===== src/rtl/irq_arbiter.sv =====
// Multi-source interrupt arbiter feeding CP0's single external interrupt input.
// Per-source sync/pending slices feed a priority picker and a REQ/SERVICE handshake FSM.

module irq_arbiter_src #(
   parameter int SYNC_STAGES = 2
) (
   input  logic clk,
   input  logic rst,
   input  logic irq,
   input  logic edge_mode,
   input  logic edge_chg,
   input  logic clr,
   output logic pend
);
   logic [SYNC_STAGES-1:0] sync;
   logic                   s;
   logic                   s_d;

   assign s = sync[SYNC_STAGES-1];

   always_ff @(posedge clk) begin
      if (rst) begin
         sync <= '0;
         s_d  <= 1'b0;
         pend <= 1'b0;
      end else begin
         sync <= {sync[SYNC_STAGES-2:0], irq};
         s_d  <= s;
         // A fresh edge outranks a same-cycle clear so no interrupt is lost.
         if (edge_chg)
            pend <= 1'b0;
         else if (!edge_mode)
            pend <= s;
         else if (s && !s_d)
            pend <= 1'b1;
         else if (clr)
            pend <= 1'b0;
      end
   end
endmodule

module irq_arbiter #(
   parameter int N_SRC       = 8,
   parameter int SYNC_STAGES = 2,
   parameter int ROUND_ROBIN = 0
) (
   input  logic             clk,
   input  logic             rst,
   input  logic [N_SRC-1:0] irq_src,
   input  logic             cfg_we,
   input  logic [1:0]       cfg_addr,
   input  logic [31:0]      cfg_wdata,
   output logic [31:0]      cfg_rdata,
   input  logic             eret,
   input  logic             ir_taken,
   output logic             ir_out,
   output logic [3:0]       active_id,
   output logic             busy
);
   localparam logic [1:0] IDLE    = 2'd0;
   localparam logic [1:0] REQ     = 2'd1;
   localparam logic [1:0] SERVICE = 2'd2;

   logic [1:0]         state;
   logic [N_SRC-1:0]   mask;
   logic [N_SRC-1:0]   edge_mode;
   logic [N_SRC-1:0]   edge_chg;
   logic [N_SRC-1:0]   pend;
   logic [N_SRC-1:0]   elig;
   logic [N_SRC-1:0]   w1c;
   logic [N_SRC-1:0]   take_clr;
   logic [N_SRC-1:0]   rot;
   logic [2*N_SRC-1:0] dbl;
   logic [3:0]         rr_ptr;
   logic [3:0]         base;
   logic [3:0]         win;
   logic [4:0]         kk;
   logic [4:0]         widx;
   logic               found;
   logic               taken;
   logic               unused_wdata;

   assign unused_wdata = ^cfg_wdata[31:N_SRC];
   assign taken        = (state == REQ) && ir_taken;
   assign elig         = pend & mask;
   assign edge_chg     = (cfg_we && cfg_addr == 2'd2) ? (cfg_wdata[N_SRC-1:0] ^ edge_mode) : '0;

   always_ff @(posedge clk) begin
      if (rst) begin
         mask      <= '0;
         edge_mode <= '0;
      end else if (cfg_we) begin
         if (cfg_addr == 2'd0) mask      <= cfg_wdata[N_SRC-1:0];
         if (cfg_addr == 2'd2) edge_mode <= cfg_wdata[N_SRC-1:0];
      end
   end

   for (genvar i = 0; i < N_SRC; i++) begin : g_src
      assign w1c[i]      = cfg_we && (cfg_addr == 2'd1) && cfg_wdata[i];
      assign take_clr[i] = taken && (active_id == 4'(i));
      irq_arbiter_src #(.SYNC_STAGES(SYNC_STAGES)) u_src (
         .clk       (clk),
         .rst       (rst),
         .irq       (irq_src[i]),
         .edge_mode (edge_mode[i]),
         .edge_chg  (edge_chg[i]),
         .clr       (w1c[i] || take_clr[i]),
         .pend      (pend[i])
      );
   end

   // Rotate eligibility so the search always starts at bit 0, then map back.
   always_comb begin
      base  = (ROUND_ROBIN != 0) ? rr_ptr : 4'd0;
      dbl   = {elig, elig} >> base;
      rot   = dbl[N_SRC-1:0];
      found = |elig;
      kk    = '0;
      for (int k = N_SRC - 1; k >= 0; k--)
         if (rot[k]) kk = 5'(k);
      widx = kk + {1'b0, base};
      if (widx >= 5'(N_SRC)) widx = widx - 5'(N_SRC);
      win = widx[3:0];
   end

   always_ff @(posedge clk) begin
      if (rst) begin
         state     <= IDLE;
         active_id <= '0;
         rr_ptr    <= '0;
      end else begin
         case (state)
            IDLE: if (found) begin
               active_id <= win;
               state     <= REQ;
            end
            // Request is held regardless of source/mask changes until CP0 takes it.
            REQ: if (ir_taken) begin
               state  <= SERVICE;
               rr_ptr <= (active_id == 4'(N_SRC - 1)) ? 4'd0 : active_id + 4'd1;
            end
            SERVICE: if (eret) state <= IDLE;
            default: state <= IDLE;
         endcase
      end
   end

   assign ir_out = (state == REQ);
   assign busy   = (state == REQ) || (state == SERVICE);

   always_comb begin
      cfg_rdata = '0;
      case (cfg_addr)
         2'd0: cfg_rdata[N_SRC-1:0] = mask;
         2'd1: cfg_rdata[N_SRC-1:0] = pend;
         2'd2: cfg_rdata[N_SRC-1:0] = edge_mode;
         default: cfg_rdata = {busy, 27'b0, active_id};
      endcase
   end
endmodule

===== config.mk =====
export PLATFORM = sky130hd
export DESIGN_NAME = irq_arbiter
export DESIGN_NICKNAME = d
export VERILOG_FILES = /design/src/rtl/irq_arbiter.sv
export SDC_FILE = /design/constraint.sdc
export NUM_CORES = 1
export LEC_CHECK = 0
export ABC_AREA = 0
export BUFFER_PORTS_ARGS = -buffer_cell sky130_fd_sc_hd__buf_2
export CAP_MARGIN = 10
export CORE_MARGIN = 5
export CORE_UTILIZATION = 54
export DETAILED_ROUTE_END_ITERATION = 7
export PLACE_DENSITY = 0.85
export SYNTH_ARGS = -nofsm -noshare
export SYNTH_HDL_FRONTEND = slang
export SYNTH_SLANG_ARGS = --single-unit
export TNS_END_PERCENT = 50

===== constraint.sdc =====
create_clock -name clk -period 2.8 [get_ports clk]
set_input_delay 0.42 -clock clk [delete_from_list [all_inputs] [get_ports clk]]
set_output_delay 0.42 -clock clk [all_outputs]
set_load 0.05 [all_outputs]

* Word level (Yosys, flattened, before mapping) *
Cells that the tools add are included.

word-level totals
  register bits after elaboration = 54
  bits of input ports = 47
  output and inout bits = 38
  word-level logic and storage cells = 155

cells by class
  $add $sub $neg = 1
  order comparisons = 1
  equal/unequal tests = 22
  muxes and demuxes = 40
  bitwise gates (word level) = 2
  reductions and logical operators = 61

operator list
  kind                                                                                 count
  5-bit two-way mux                                                                    7
  1-bit logical AND                                                                    27
  1-bit two-way mux                                                                    24
  24-bit two-way mux                                                                   1
  3-bit by 1-bit inequality test with 1-bit output, second input constant              8
  8-bit case mux with 3 select lines                                                   1
  4-bit by 3-bit == test with 1-bit output, second input constant                      4
  2-bit OR reduction                                                                   8
  1-bit logical OR                                                                     9
  8-bit AND                                                                            1
  4-bit by 2-bit == test with 1-bit output, second input constant                      2
  1-bit zero test                                                                      8
  8-bit two-way mux                                                                    1
  8-bit OR reduction                                                                   1
  8-bit XOR                                                                            1
  2-bit two-way mux                                                                    3
  2-bit inequality test, second input constant                                         3
  2-bit case mux with 3 select lines                                                   1
  2-bit AND reduction                                                                  3
  5-bit by 4-bit greater-or-equal comparator with 1-bit output, second input constant  1
  2-bit by 1-bit == test with 1-bit output, second input constant                      2
  2-bit == test, second input constant                                                 2
  4-bit by 1-bit == test with 1-bit output, second input constant                      1
  2-bit zero test                                                                      2
  other kinds (6)                                                                      6

* Logic depth before layout (Yosys ltp) *
  word-level depth = 11
  mapped depth = 7
  gate-level depth less buffers = 6

* By module *
From an unflattened synthesis, not the netlist that was laid out.

second synthesis, totals
  cells, all modules = 278
  area, all modules = 2,663.8 um2

by module, submodules not included
  module           times used  cells an instance  area each (um2)
  irq_arbiter      1           198                1,632.8
  irq_arbiter_src  8           10                 128.9

* Worst setup path after synthesis *
Ideal clock, no wire load.

  path type = input -> output
  start point = in cfg_addr[1]
  end point = out cfg_rdata[3]
  data arrival time = 1.841 ns
  required time = 2.380 ns
  path slack = 0.539 ns
  cell stages on the path = 3
  path through = buf_2 -> mux2i_1 -> o21ai_0

between the ends
  word-level cells in the longest chain between the ends = 2

RTL lines
  element                                      line  RTL
  start: declaration                           51    input logic [1:0] cfg_addr,
  2-bit == test, or another cell as far along  153   case (cfg_addr)
  8-bit case mux with 3 select lines (*)       153
  end: declaration                             53    output logic [31:0] cfg_rdata,

Every way passes the cells marked *; elsewhere a longest branch is shown, timed or not.

* Worst setup path in the final report *
  start point = reg state[0]
  end point = out cfg_rdata[31]

between the ends
  word-level cells in the longest chain between the ends = 3

RTL lines
  element                                                                           line  RTL
  start: declaration                                                                64    logic [1:0] state;
  start signal: assignment                                                          128   state <= IDLE;
  start signal: assignment                                                          135   state <= REQ;
  start signal: assignment                                                          139   state <= SERVICE;
  2-bit by 1-bit == test with 1-bit output / 2-bit == test (equally long branches)  -
  1-bit logical OR (*)                                                              149   assign busy = (state == REQ) || (state == SERVICE);
  24-bit two-way mux (*)                                                            153

Marks and branches as above.

==> run summary <==
The flow ran to the end, and the final reports show no timing, DRC or antenna violations. Worst reg2reg path endpoint: g_src[7].u_src.pend. The clock share of power is 0.326.

OpenSTA, run right after detailed placement, puts the worst setup slack at 0.8382 ns. The top-level port count is 85, and the proportion of register bits with asynchronous set or reset after synthesis is 0. Timing would allow up to 509.4 MHz.

The post-route minimum period is 1.963 ns. The number of antenna diodes in the final layout is 0. The H-tree generated during clock tree synthesis spans 2 levels.

The logs give 1.12 ns for the worst reg-to-reg setup slack and 0.6027 for the utilization after layout. The worst-case IR drop observed on VDD is 0.3512 mV. In this run the worst setup path begins at state[0]. For the relative contribution of combinational cells to total power, the log shows 0.180. The tools report the destination of the worst hold path as g_src[0].u_src.sync[0].

Number of antenna violations at the first check in global routing: 0. The logs give 5 for the number of clock buffers inserted by TritonCTS and 0 for the total overflow reported by the global router. In this run the critical register-to-register path is launched from state[1].

The number of cells on the worst reg-to-reg path was 6. For this block, the routed nets add up to 5.196 mm of wire. The run gives 0 as the max-slew violation total from the final report. The synthesized design contains 0 enable-type register cells. The number of cells on the worst hold path came out at 2.

TritonCTS built the clock tree. The largest net degree at the start of global routing was 45. The tools report the global-route wire length before repair as 8.763 mm. The floorplan step defined a core boundary enclosing 4661 sq um.

The setup path with the least slack is of type reg2out. The share of the clock period used by the worst path is 0.7011. The horizontal die dimension was 78.90 microns.

For the part of the power in registers, the log shows 0.494. The tools report the headroom to the max-slew limit as 0.4496. Cell type with the highest aggregate area in the netlist: dfxtp_1.

The later pin in the worst-skew pair is clocked with a latency of 0.30 ns. Summing all multi-input logic gate instances after layout gives 1331 sq um. Most instantiated flip-flop cell in the synthesis netlist: dfxtp_1. The post-cts resize count is 0, and the worst path required time is 2.38 ns.

In this run the power density over the cells is 578.6 nW/um^2. In this run the cell area measured after placement is 2693 sq um. The switching share of total power is 0.2922, and the vias per cell is 5.615. For the count of final hold-check violations, the log shows 0. The congestion estimate from routability-driven global placement came to 0.8195.

The tools report the sequential fraction of the synthesis area as 0.4139. The pre-antenna-repair detailed-routing pass consisted of 4 iterations. Once layout is done, the placed cells without fillers occupy 2809 sq um.

The remaining number of nets flagged by the antenna check after routing is 0. The logs give 0 for the total DRC errors in the routed layout and 281 for the instance count of the mapped netlist. STA classifies the critical path startpoint as a register. Counting distinct cell types in the post-synthesis netlist gives 34. The tools report the die footprint as 6225 sq um. The area share of the leading cell type in the synthesized netlist was 0.4139.

At the worst endpoint, the arrival time is 1.54 ns. Clock skew on the completed layout was measured at 0.004336 ns. Mean cell area of the mapped netlist: 9.124 sq um. After clock tree synthesis, the clock-pin slew on the worst setup and hold paths is 0.09 ns. After clock tree synthesis, the flow added hold-fix buffers numbering 0.

In this run the static leakage power is 1.109 nW. The number of setup violations in the final report is 0, and the number of buffers inserted to repair setup after CTS is 0. Counting instances in the post-synthesis netlist gives the leading cell types as dfxtp_1 (53), nand2_1 (35), nor2b_1 (29). Counting flops and latches in the post-synthesis netlist gives 53.

The number of nets in the finished design came out at 366. For the switching power, the log shows 0.0004749 W. The least setup slack across all paths after layout is 0.8370 ns. The total internal power is 0.001150 W.

Cell at the root of the clock tree: clkbuf_8. The floorplan has 25 rows. Iteration-0 DRC count of the detailed router: 149. Kind of path behind the tightest hold check: in2reg. The sequential cell area is 1061 sq um, and the max-cap check violation count is 0. The wire length per cell is 14.08 microns. Setup repair after global routing left no endpoint under its margin. In this run the tool buffered the top-level ports with 36 buffer cells. The fraction of layout cells with a size suffix above 1 was 0.1873; the number of filler instances in the final layout was 405. The number of global-route vias before repair came out at 1904. The run gives 53 as the clock sink count.

In this run the worst path has a maximum fanout of 5. The number of warnings issued by yosys was 0; the post-detailed-placement half-perimeter wirelength was 3.759 mm. Leading cell type by number of instances after synthesis: dfxtp_1. Detailed routing inserted a total of 2072 vias.

In this run the most critical hold path is launched from irq_src[0]. In the final timing run, aggregate negative setup slack is 0 ns. From bottom edge to top edge, the die measures 78.90 microns. By area the synthesized netlist is led by dfxtp_1 (41%), nor2b_1 (7.1%), buf_4 (7.0%). From synthesis to final layout, the design area changed by 9.565%. The cell area after synthesis came out at 2564 sq um.

The run gives 0.1738 as the global routing usage summed across all routing layers. The starting density of the core is 0.5501. STA classifies the critical path endpoint as a primary output.

The worst-case clock buffer depth came out at 2. At the pin with the least slew margin, the transition time is 0.8256 ns.
[worst max-delay path, cell delays in order (launching register included)]
cell     delay [ns]
dfxtp_1        0.43
inv_1          0.11
ha_1           0.30
and3_1         0.15
buf_2          0.26
[worst max path at each step]
stage          slack (ns)             to  cells past startpoint
2_1_floorplan        0.54   cfg_rdata[3]                      3
3_3_place_gp         0.85   cfg_rdata[5]                      5
3_5_place_dp         0.84   cfg_rdata[3]                      5
4_1_cts              0.84   cfg_rdata[3]                      5
5_1_grt              0.74   cfg_rdata[4]                      5
6_report             0.84  cfg_rdata[31]                      4
[sequential cells by signal, summed over array words and instances (netlist names)]
signal and flops:
active_id 3, g_src.u_src.pend 8, edge_mode 8, g_src.u_src.sync 16
state 2, mask 8, g_src.u_src.s_d 8
[placed cells by master (no fill, tap or decap), drive strengths merged]
cell	Yosys	routed
dfxtp	53	53
buf	29	40
nand2	35	35
nor2b	29	29
conb	1	24
a21oi	19	19
a22oi	18	18
mux2i	13	13
nor2	12	12
nor4	9	9
nor3b	8	8
o21ai	7	7
clkbuf	8	7
inv	6	6
ha	5	5
nand4	4	4
mux4	3	3
and3b	3	3
a31oi	3	3
and3	2	2
nand2b	2	2
o311ai	2	2
a32oi	2	2
a32o	2	2
nand3b	1	1
or2	1	1
a2111oi	1	1
nor3	1	1
a211oi	1	1
a211o	1	1
bufinv	0	1
[logic make-up after synthesis]
family          Yosys count  synth area share
simple gates            107            0.2367
compound gates           56            0.1459
flops                    53            0.4139
buf+inv                  43            0.1005
mux                      16           0.07711
fa+ha+maj                 5           0.02440
other cells               1          0.001463
[through the flow]
stage | hold slack (ns) | power, W | cells
3_5_place_dp | 0.4258 | 0.001112 | 361
6_report | 0.3178 | 0.001625 | 369
4_1_cts | 0.3141 | 0.001636 | 369
5_1_grt | 0.3104 | 0.001695 | 369
3_3_place_gp | 0.4159 | 0.001105 | 361
2_1_floorplan | 0.4138 | 0.001078 | 304
[power by group through the flow]
| stage | combinational, W | clock, W | sequential, W |
|---|---|---|---|
| after floorplan | 0.000264 | 0 | 0.000814 |
| after global placement | 0.000287 | 0 | 0.000818 |
| after detailed placement | 0.000292 | 0 | 0.000819 |
| after CTS | 0.000293 | 0.000542 | 0.000802 |
| after global routing | 0.000319 | 0.000569 | 0.000807 |
| final | 0.000293 | 0.000530 | 0.000803 |
[layout make-up]
cell class,instances,share of cell area
Sequential cell,53,0.3777
Clock buffer,7,0.03074
Timing Repair Buffer,40,0.07483
Clock inverter,1,0.01069
Tap cell,54,0.02405
Multi-Input combinational cell,208,0.4739
Inverter,6,0.008018
[routing by layer]
layer | share of wire | GRT usage
met2 | 0.47 | 0.2810
met3 | 0.079 | 0.03401
met1 | 0.44 | 0.2338
met5 | 0 | 0
met4 | 0.0092 | 0.05670
No activity file was read; power rests on OpenSTA's default activity.
